File: src/rtl/defines_pkg.sv
// Shared types and constants for the result pipeline.
package defines_pkg;

  localparam int unsigned NUM_STAGES     = 7;
  localparam int unsigned WB_STAGE       = NUM_STAGES + 1;
  localparam int unsigned FLUSH_KEEP_DEF = 4;
  localparam int unsigned IDX_WD         = 3;
  localparam int unsigned ENTRY_DATA_WD  = 128;
  localparam int unsigned ENTRY_ADDR_WD  = 7;

  // Unit index 0 means "no result available".
  localparam logic [IDX_WD-1:0] IDX_NONE = '0;

  typedef struct packed {
    logic                     vld;
    logic [ENTRY_ADDR_WD-1:0] rt;
    logic [IDX_WD-1:0]        idx;
    logic                     rdy;
    logic [ENTRY_DATA_WD-1:0] data;
  } entry_t;

endpackage

File: src/rtl/rp_stage.sv
// One pipeline entry register with capture and kill controls.
module rp_stage
  import defines_pkg::*;
(
  input  logic   clk,
  input  logic   rst,
  input  logic   capture,
  input  logic   kill,
  input  entry_t d,
  output entry_t q
);

  // Kill empties the slot; otherwise load the incoming entry.
  always_ff @(posedge clk or posedge rst) begin
    if (rst) begin
      q <= '0;
    end else if (kill) begin
      q <= '0;
    end else if (capture) begin
      q <= d;
    end
  end

endmodule

File: src/rtl/result_pipe.sv
// Result pipeline: issued entries march s2..s7 then writeback, collecting
// completions on the way and exposing a bypass view of every stage.
module result_pipe
  import defines_pkg::*;
#(
  parameter int unsigned REG_DATA_WD = 128,
  parameter int unsigned ADDR_WD     = 7,
  parameter int unsigned FLUSH_KEEP  = FLUSH_KEEP_DEF
) (
  input  logic                   clk,
  input  logic                   rst,
  input  logic                   iss_vld,
  input  logic [ADDR_WD-1:0]     iss_rt_addr,
  input  logic [2:0]             iss_idx,
  input  logic                   cmp_vld,
  input  logic [2:0]             cmp_stage,
  input  logic [REG_DATA_WD-1:0] cmp_data,
  input  logic                   flush,
  output logic [ADDR_WD-1:0]     rf_addr_s2,
  output logic [ADDR_WD-1:0]     rf_addr_s3,
  output logic [ADDR_WD-1:0]     rf_addr_s4,
  output logic [ADDR_WD-1:0]     rf_addr_s5,
  output logic [ADDR_WD-1:0]     rf_addr_s6,
  output logic [ADDR_WD-1:0]     rf_addr_s7,
  output logic [REG_DATA_WD-1:0] rf_data_s2,
  output logic [REG_DATA_WD-1:0] rf_data_s3,
  output logic [REG_DATA_WD-1:0] rf_data_s4,
  output logic [REG_DATA_WD-1:0] rf_data_s5,
  output logic [REG_DATA_WD-1:0] rf_data_s6,
  output logic [REG_DATA_WD-1:0] rf_data_s7,
  output logic [2:0]             rf_idx_s2,
  output logic [2:0]             rf_idx_s3,
  output logic [2:0]             rf_idx_s4,
  output logic [2:0]             rf_idx_s5,
  output logic [2:0]             rf_idx_s6,
  output logic [2:0]             rf_idx_s7,
  output logic [ADDR_WD-1:0]     rf_addr,
  output logic [REG_DATA_WD-1:0] rf_data,
  output logic                   rf_wr_en,
  output logic [2:0]             inflight_cnt,
  output logic                   err
);

  entry_t                 stg [2:WB_STAGE];
  entry_t                 d   [2:WB_STAGE];
  logic [WB_STAGE:2]      kill;
  logic [NUM_STAGES:2]    hit;
  logic                   cmp_flushed;
  logic                   wb_load;
  logic                   wb_bad;
  logic                   err_nxt;
  logic [2:0]             cnt_nxt;

  // Completion matching and flush kill masks. A stage index j kills the
  // entry arriving from j-1, so targets 2..FLUSH_KEEP drop flushed sources.
  always_comb begin
    hit  = '0;
    kill = '0;
    for (int unsigned k = 2; k <= NUM_STAGES; k++) begin
      hit[k] = cmp_vld && (cmp_stage == k[2:0]) && stg[k].vld && !stg[k].rdy;
    end
    for (int unsigned j = 2; j <= WB_STAGE; j++) begin
      kill[j] = flush && (j <= FLUSH_KEEP);
    end
    cmp_flushed = flush && (cmp_stage >= 3'd2) && (32'(cmp_stage) < FLUSH_KEEP);
  end

  // Next entry for each stage: new issue into s2, shifted entry elsewhere
  // with the completion merged in while it moves.
  always_comb begin
    d[2]      = '0;
    d[2].vld  = iss_vld;
    d[2].rt   = ENTRY_ADDR_WD'(iss_rt_addr);
    d[2].idx  = iss_idx;
    for (int unsigned j = 3; j <= WB_STAGE; j++) begin
      d[j] = stg[j-1];
      if (hit[j-1]) begin
        d[j].rdy  = 1'b1;
        d[j].data = ENTRY_DATA_WD'(cmp_data);
      end
    end
  end

  for (genvar j = 2; j <= WB_STAGE; j++) begin : g_stage
    rp_stage u_stage (
      .clk     (clk),
      .rst     (rst),
      .capture (1'b1),
      .kill    (kill[j]),
      .d       (d[j]),
      .q       (stg[j])
    );
  end

  // Writeback load, protocol errors and occupancy of the post-edge state.
  always_comb begin
    wb_load = !kill[WB_STAGE] && d[WB_STAGE].vld && d[WB_STAGE].rdy;
    wb_bad  = !kill[WB_STAGE] && d[WB_STAGE].vld && !d[WB_STAGE].rdy;
    err_nxt = err || wb_bad || (cmp_vld && !(|hit) && !cmp_flushed);
    cnt_nxt = '0;
    for (int unsigned j = 2; j <= WB_STAGE; j++) begin
      if (!kill[j] && d[j].vld) begin
        cnt_nxt = cnt_nxt + 3'd1;
      end
    end
  end

  // Register-file port, sticky error flag and occupancy counter.
  always_ff @(posedge clk or posedge rst) begin
    if (rst) begin
      rf_addr      <= '0;
      rf_data      <= '0;
      err          <= 1'b0;
      inflight_cnt <= '0;
    end else begin
      err          <= err_nxt;
      inflight_cnt <= cnt_nxt;
      if (wb_load) begin
        rf_addr <= d[WB_STAGE].rt[ADDR_WD-1:0];
        rf_data <= d[WB_STAGE].data[REG_DATA_WD-1:0];
      end
    end
  end

  assign rf_wr_en = stg[WB_STAGE].vld && stg[WB_STAGE].rdy;

  assign rf_addr_s2 = stg[2].vld ? stg[2].rt[ADDR_WD-1:0] : '0;
  assign rf_addr_s3 = stg[3].vld ? stg[3].rt[ADDR_WD-1:0] : '0;
  assign rf_addr_s4 = stg[4].vld ? stg[4].rt[ADDR_WD-1:0] : '0;
  assign rf_addr_s5 = stg[5].vld ? stg[5].rt[ADDR_WD-1:0] : '0;
  assign rf_addr_s6 = stg[6].vld ? stg[6].rt[ADDR_WD-1:0] : '0;
  assign rf_addr_s7 = stg[7].vld ? stg[7].rt[ADDR_WD-1:0] : '0;

  assign rf_data_s2 = stg[2].vld ? stg[2].data[REG_DATA_WD-1:0] : '0;
  assign rf_data_s3 = stg[3].vld ? stg[3].data[REG_DATA_WD-1:0] : '0;
  assign rf_data_s4 = stg[4].vld ? stg[4].data[REG_DATA_WD-1:0] : '0;
  assign rf_data_s5 = stg[5].vld ? stg[5].data[REG_DATA_WD-1:0] : '0;
  assign rf_data_s6 = stg[6].vld ? stg[6].data[REG_DATA_WD-1:0] : '0;
  assign rf_data_s7 = stg[7].vld ? stg[7].data[REG_DATA_WD-1:0] : '0;

  assign rf_idx_s2 = (stg[2].vld && stg[2].rdy) ? stg[2].idx : IDX_NONE;
  assign rf_idx_s3 = (stg[3].vld && stg[3].rdy) ? stg[3].idx : IDX_NONE;
  assign rf_idx_s4 = (stg[4].vld && stg[4].rdy) ? stg[4].idx : IDX_NONE;
  assign rf_idx_s5 = (stg[5].vld && stg[5].rdy) ? stg[5].idx : IDX_NONE;
  assign rf_idx_s6 = (stg[6].vld && stg[6].rdy) ? stg[6].idx : IDX_NONE;
  assign rf_idx_s7 = (stg[7].vld && stg[7].rdy) ? stg[7].idx : IDX_NONE;

endmodule

File: config.mk
export PLATFORM = sky130hd
export DESIGN_NAME = result_pipe
export DESIGN_NICKNAME = d
export VERILOG_FILES = /design/src/rtl/defines_pkg.sv /design/src/rtl/rp_stage.sv /design/src/rtl/result_pipe.sv
export SDC_FILE = /design/constraint.sdc
export NUM_CORES = 2
export LEC_CHECK = 0
export ABC_AREA = 0
export CORE_AREA = 10 10 423 425
export DETAILED_ROUTE_END_ITERATION = 8
export DIE_AREA = 0 0 433 435
export GPL_TIMING_DRIVEN = 0
export PLACE_DENSITY = 0.52
export SLEW_MARGIN = 20
export SYNTH_ARGS = -nofsm -noshare
export SYNTH_HDL_FRONTEND = slang
export SYNTH_SLANG_ARGS = --single-unit
export TNS_END_PERCENT = 10
File: constraint.sdc
create_clock -name clk -period 31.8 [get_ports clk]
set_input_delay 6.36 -clock clk [delete_from_list [all_inputs] [get_ports clk]]
set_output_delay 6.36 -clock clk [all_outputs]
set_load 0.1 [all_outputs]
After elaboration in Yosys (flattened, before gate mapping):

Cells that the tools add are included.

* magnitude comparators: 2
* muxes and demuxes: 34
* equality and inequality tests: 6
* add/subtract/negate cells: 6
* reduce and logical (&&, ||, !) cells: 47

Operators by type and width (count)
* 129-bit two-way mux: 6
* 128-bit two-way mux: 6
* 140-bit two-way mux: 3
* 7-bit two-way mux: 6
* 3-bit two-way mux: 12
* 1-bit logical AND: 34
* 3-bit by 1-bit adder with 3-bit output (second input constant): 6
* 3-bit == test (second input constant): 4
* 1-bit logical NOT: 10
* 3-bit by 2-bit == test with 1-bit output (second input constant): 2
* 6-bit OR reduction: 1
* 3-bit by 2-bit >= comparator with 1-bit output (second input constant): 1
* 3-bit < comparator (second input constant): 1
* 1-bit logical OR: 2
* 1-bit two-way mux: 1

* register bits after elaboration: 981
* output and inout bits: 968
* logic and storage cells: 131

Depth between registers and ports, before layout:

* depth after elaboration: 15
* gate-level depth with buffers: 19
* gate-level depth less buffers: 19

Cells and area by module:

Synthesis repeated with hierarchy kept, for this count alone.

* cells, all modules: 5310
* area total of the unflattened synthesis: 60190.2 µm²

By module, submodules not included
* rp_stage: seq. area each 3503.4 µm², cells an instance 453, instances 7, area each 5714.2 µm²
* result_pipe: seq. area each 3478.3 µm², cells an instance 2139, instances 1, area each 20190.6 µm²

Worst setup path after synthesis:

OpenSTA, ideal clock, no wires.

* path type: input to register
* start: in flush
* end: reg inflight_cnt[2]
* data required time: 31720 ps
* buffers on the path: 1
* stages: 19
* slack: 22168 ps
* data arrival time: 9552 ps
* path through: buf_2 nor2b_1 ha_1 xnor2_4 inv_1 ha_1 xnor3_1 and3_1 a211oi_2 inv_1 ha_1 nand2_1 o21ai_1 ha_1 nand2_1 xor2_1 xnor2_1 xnor2_1 xnor2_1

* word-level cells in the longest chain between the ends: 15
* elaborated cells between the ends (all ways): 17
* classes of those cells: add/sub (6); mux (7); reduce/logical (4)

RTL lines
* start, declared: line result_pipe.sv:18 `input logic flush,`
* 1-bit logical NOT (*): line result_pipe.sv:102 `if (!kill[j] && d[j].vld) begin`
* 1-bit logical AND: line result_pipe.sv:102
* 1-bit two-way mux: line result_pipe.sv:102
* 3-bit by 1-bit adder with 3-bit output: line result_pipe.sv:103 `cnt_nxt = cnt_nxt + 3'd1;`
* 3-bit two-way mux: line result_pipe.sv:102
* 3-bit by 1-bit adder with 3-bit output: line result_pipe.sv:103
* 3-bit two-way mux (*): line result_pipe.sv:102
* 3-bit by 1-bit adder with 3-bit output: line result_pipe.sv:103
* 3-bit two-way mux (*): line result_pipe.sv:102
* 3-bit by 1-bit adder with 3-bit output: line result_pipe.sv:103
* 3-bit two-way mux (*): line result_pipe.sv:102
* 3-bit by 1-bit adder with 3-bit output: line result_pipe.sv:103
* 3-bit two-way mux (*): line result_pipe.sv:102
* 3-bit by 1-bit adder with 3-bit output: line result_pipe.sv:103
* 3-bit two-way mux (*): line result_pipe.sv:102
* named net cnt_nxt[2]: line result_pipe.sv:52 `logic [2:0] cnt_nxt;`
* end signal, assigned: line result_pipe.sv:117 `inflight_cnt <= cnt_nxt;`
* end, declared: line result_pipe.sv:40 `output logic [2:0] inflight_cnt,`

The timed path passes the listed nets; every way through them passes the cells marked *.
A chain may end at the register's enable or synchronous reset.

Final worst setup path:

* start: reg g_stage[7].u_stage.q[139] (netlist bit)
* end: out rf_data_s7[33]

* word-level cells in the longest chain between the ends: 1

RTL lines
* start, declared: line rp_stage.sv:10 `output entry_t q`
* start signal, assigned: line rp_stage.sv:16 `q <= '0;`
* start signal, assigned: line rp_stage.sv:18 `q <= '0;`
* start signal, assigned: line rp_stage.sv:20 `q <= d;`
* 128-bit two-way mux: line result_pipe.sv:139 `assign rf_data_s7 = stg[7].vld ? stg[7].data[REG_DATA_WD-1:0] : '0;`
* end, declared: line result_pipe.sv:30 `output logic [REG_DATA_WD-1:0] rf_data_s7,`

No other way between the ends.

==> flow_summary.toml <==
[placement]
place_ws_ps = 21060
io_buffers = 982
dp_cells = 6826
dpl.hpwl_um = 171000
gp_congestion = 0.908

[yosys]
synth_cell_types = 46
synthCells = 3461
synth_top_area_cell = "dfrtp_1"
synth_most_common_cell = "dfrtp_1"
synth_area_sq_um = 38000
netlist_top_cells_count = "dfrtp_1, and2_1, nand2_1"
synth_ff_type = "dfrtp_1"
synth_edf_count = 0
synth_top_area_share_pct = 56.1
async_flop_share_pct = 100
ys_seq_area_share_pct = 56.1
postSynthRegisterBits = 852
syn_avg_cell_area_sq_um = 11.0
ys_warn_count = 0
netlist_top_cells_area = "dfrtp_1, and2_1, mux2_2, nand2_1, buf_4"

[floorplanning]
floorplan.initialDensity_pct = 22.3
floorplan.rows = 152
fp.dieW_um = 433
fp.dieH_um = 435
coreArea_sq_um = 171000
die-area_sq_um = 188000
ios = 1114

[routing]
antenna_left = 0
wl_met2_um = 102000
drtIter0Drc = 2451
wl_per_cell_um = 30.1
dr_wl_met3_um = 15100
highest_layer = "met4"
via_count = 31500
wl_met1_um = 83600
viasPerCell = 4.49
drt-pass1-iter-count = 9
postRouteWirelength_um = 212000
drc = 0

[global_routing]
grt_pass1_vias = 32000
grt_pass1_wl_um = 286000
grt_use_total_pct = 21.7
grt_max_degree = 100
antenna_found_initial = 22
grt_overflow = 0

[timing]
relSlewSlack_pct = 20.2
fin_tns_setup_ps = 0
fin_crit_sh_pct = 35.7
max_freq_mhz = 88.1
fin_skew_ps = 38.2
drv_slew = 0
rsz0062_at_grt = "false"
setup_violations = 0
hold_violations = 0
tightest_slew_ps = 1190
setup_ws_ps = 20450
fin_crit_ps = 11350

[setup_path]
crit_cells = 7
crit_path_start_kind = "register"
path_cells = "clkbuf_1 -> clkbuf_1 -> clkbuf_2 -> buf_16 -> clkbuf_1 -> and2_1 -> clkdlybuf4s50_1"
crit_top_cell = "clkbuf_1"
critPathMaxFanout = 10
critPathKind = "reg2out"
endpoint_kind = "output pin"
crit_buf_inv = 6
cpMaxStageDelayCell = "clkdlybuf4s50_1"
worst_path_largest_cell_delay_ps = 1270
crit_arrival_ps = 4990
worst_path_dominant_cell_family = "buffers and inverters"
worst_ep_required_time_ps = 25440
reg2regPathDepth = 18

[power]
ir_drop_mv = 0.0363
p_per_area_nw_per_um2 = 47.4
leakagePower_nw = 24.7
p_total_mw = 2.60

[layout]
area_delta_synth_final_pct = 44.6
utilization_pct = 32.2
drive_gt1_share_pct = 19.0
final_net_count = 4849
fin_cells = 7024
fillers = 17500

[clocking]
cts-root-buf = "clkbuf_16"
cts_made_buffers = 103
clk_latency_ps = 750
postCtsSetupBuffers = 0
clock_path_buffers = 3
h-tree-depth = 3
ctsResizeCount = 0
tritoncts = "yes"
clock-sinks = 852
path_clk_slew_ps = 60
ctsHoldBuffers = 0

[hold_path]
min_path_type = "reg2reg"
hold_path_depth = 0

[job]
drv_cap = 0

[run_status]
status = "completed"
==> flip-flops by register name, indices dropped and copies added, names as in the netlist <==
signal,flops
inflight_cnt,3
rf_addr,7
rf_data,128
g_stage.u_stage.q,713
err,1
==> layout make-up <==
class / count / area (sq um) / area share, %
Inverter: 10 / 45.0 / 0.0819
Buffer: 386 / 2210 / 4.01
Clock inverter: 47 / 758 / 1.38
Multi-Input combinational cell: 2343 / 14900 / 27.2
Antenna cell: 8 / 20.0 / 0.0364
Tap cell: 2233 / 2790 / 5.08
Sequential cell: 852 / 21300 / 38.8
Clock buffer: 143 / 2950 / 5.36
Timing Repair Buffer: 1002 / 9930 / 18.1
==> per-stage QoR <==
step           area, sq um  hold WS [ps]
2_1_floorplan        38500           347
3_3_place_gp         51100           355
3_5_place_dp         51300           354
4_1_cts              55000           366
5_1_grt              55000           374
6_report             55000           365
==> layer usage <==
| metal | vias up | GRT usage (%) |
|---|---|---|
| met3 | 279 | 5.12 |
| met4 | 0 | 10.1 |
| met1 | 16200 | 26.2 |
| met5 | - | 0 |
| li1 | 13700 | - |
| met2 | 1269 | 36.1 |
==> final timing paths <==
path / startpoint / to / slack [ps]
worst max-delay path: g_stage[7].u_stage.q[139]$_DFF_PP0_ / rf_data_s7[33] / 20450
worst min-delay path: g_stage[6].u_stage.q[130]$_DFF_PP0_ / g_stage[7].u_stage.q[130]$_DFF_PP0_ / 370
worst max register to register: g_stage[2].u_stage.q[139]$_DFF_PP0_ / inflight_cnt[2]$_DFF_PP0_ / 27620
worst min register to register: g_stage[6].u_stage.q[130]$_DFF_PP0_ / g_stage[7].u_stage.q[130]$_DFF_PP0_ / 370
max in group asynchronous: rst / g_stage[4].u_stage.q[87]$_DFF_PP0_ / 23400
min in group asynchronous: rst / g_stage[7].u_stage.q[15]$_DFF_PP0_ / 6020
==> placed cells by master, fill, tap and decap left out, types with 3 or more instances in the layout <==
| master | Yosys | final |
|---|---|---|
| clkdlybuf4s50_1 | 0 | 893 |
| a21oi_1 | 131 | 131 |
| nor2_1 | 5 | 5 |
| ha_1 | 5 | 5 |
| and3_1 | 18 | 18 |
| diode_2 | 0 | 8 |
| clkbuf_2 | 0 | 10 |
| clkbuf_1 | 156 | 165 |
| conb_1 | 1 | 131 |
| buf_16 | 0 | 20 |
| nand4_1 | 3 | 3 |
| clkinvlp_4 | 0 | 4 |
| o21ai_1 | 3 | 3 |
| buf_2 | 62 | 151 |
| xnor2_1 | 4 | 4 |
| clkinv_2 | 0 | 18 |
| mux2_2 | 381 | 381 |
| xor2_1 | 3 | 3 |
| clkbuf_8 | 0 | 20 |
| bufinv_16 | 0 | 16 |
| dfrtp_1 | 852 | 852 |
| clkinv_16 | 0 | 3 |
| and2_1 | 811 | 811 |
| clkbuf_16 | 0 | 104 |
| nor2b_1 | 33 | 33 |
| o22ai_1 | 128 | 128 |
| buf_4 | 156 | 156 |
| nand2_1 | 521 | 521 |
| buf_6 | 11 | 11 |
| mux2_1 | 10 | 10 |
| a31oi_1 | 128 | 128 |
| inv_1 | 10 | 9 |
| nor3_1 | 3 | 3 |
==> power breakdown <==
part	switching, mW	total, mW	internal [mW]
Clock	0.518	1.30	0.780
Combinational	0.159	0.208	0.0490
Sequential	0.00520	1.10	1.09
==> cell families (layout without fill, tap and decap cells) <==
family                   count (synthesis)  count (layout)  share of synthesized area [%]
XOR/XNOR                                11              11                          0.379
AND/OR/NAND/NOR                       1405            1405                           19.7
AO/OA/AOI/OAI                          400             400                           6.20
other                                    1             139                        0.00986
adder cells (fa/ha/maj)                  5               5                          0.165
buffers and inverters                  396            1588                           5.87
multiplexers                           391             391                           11.6
flip-flops                             852             852                           56.1
Note: power is estimated with default switching activity, not from simulation.
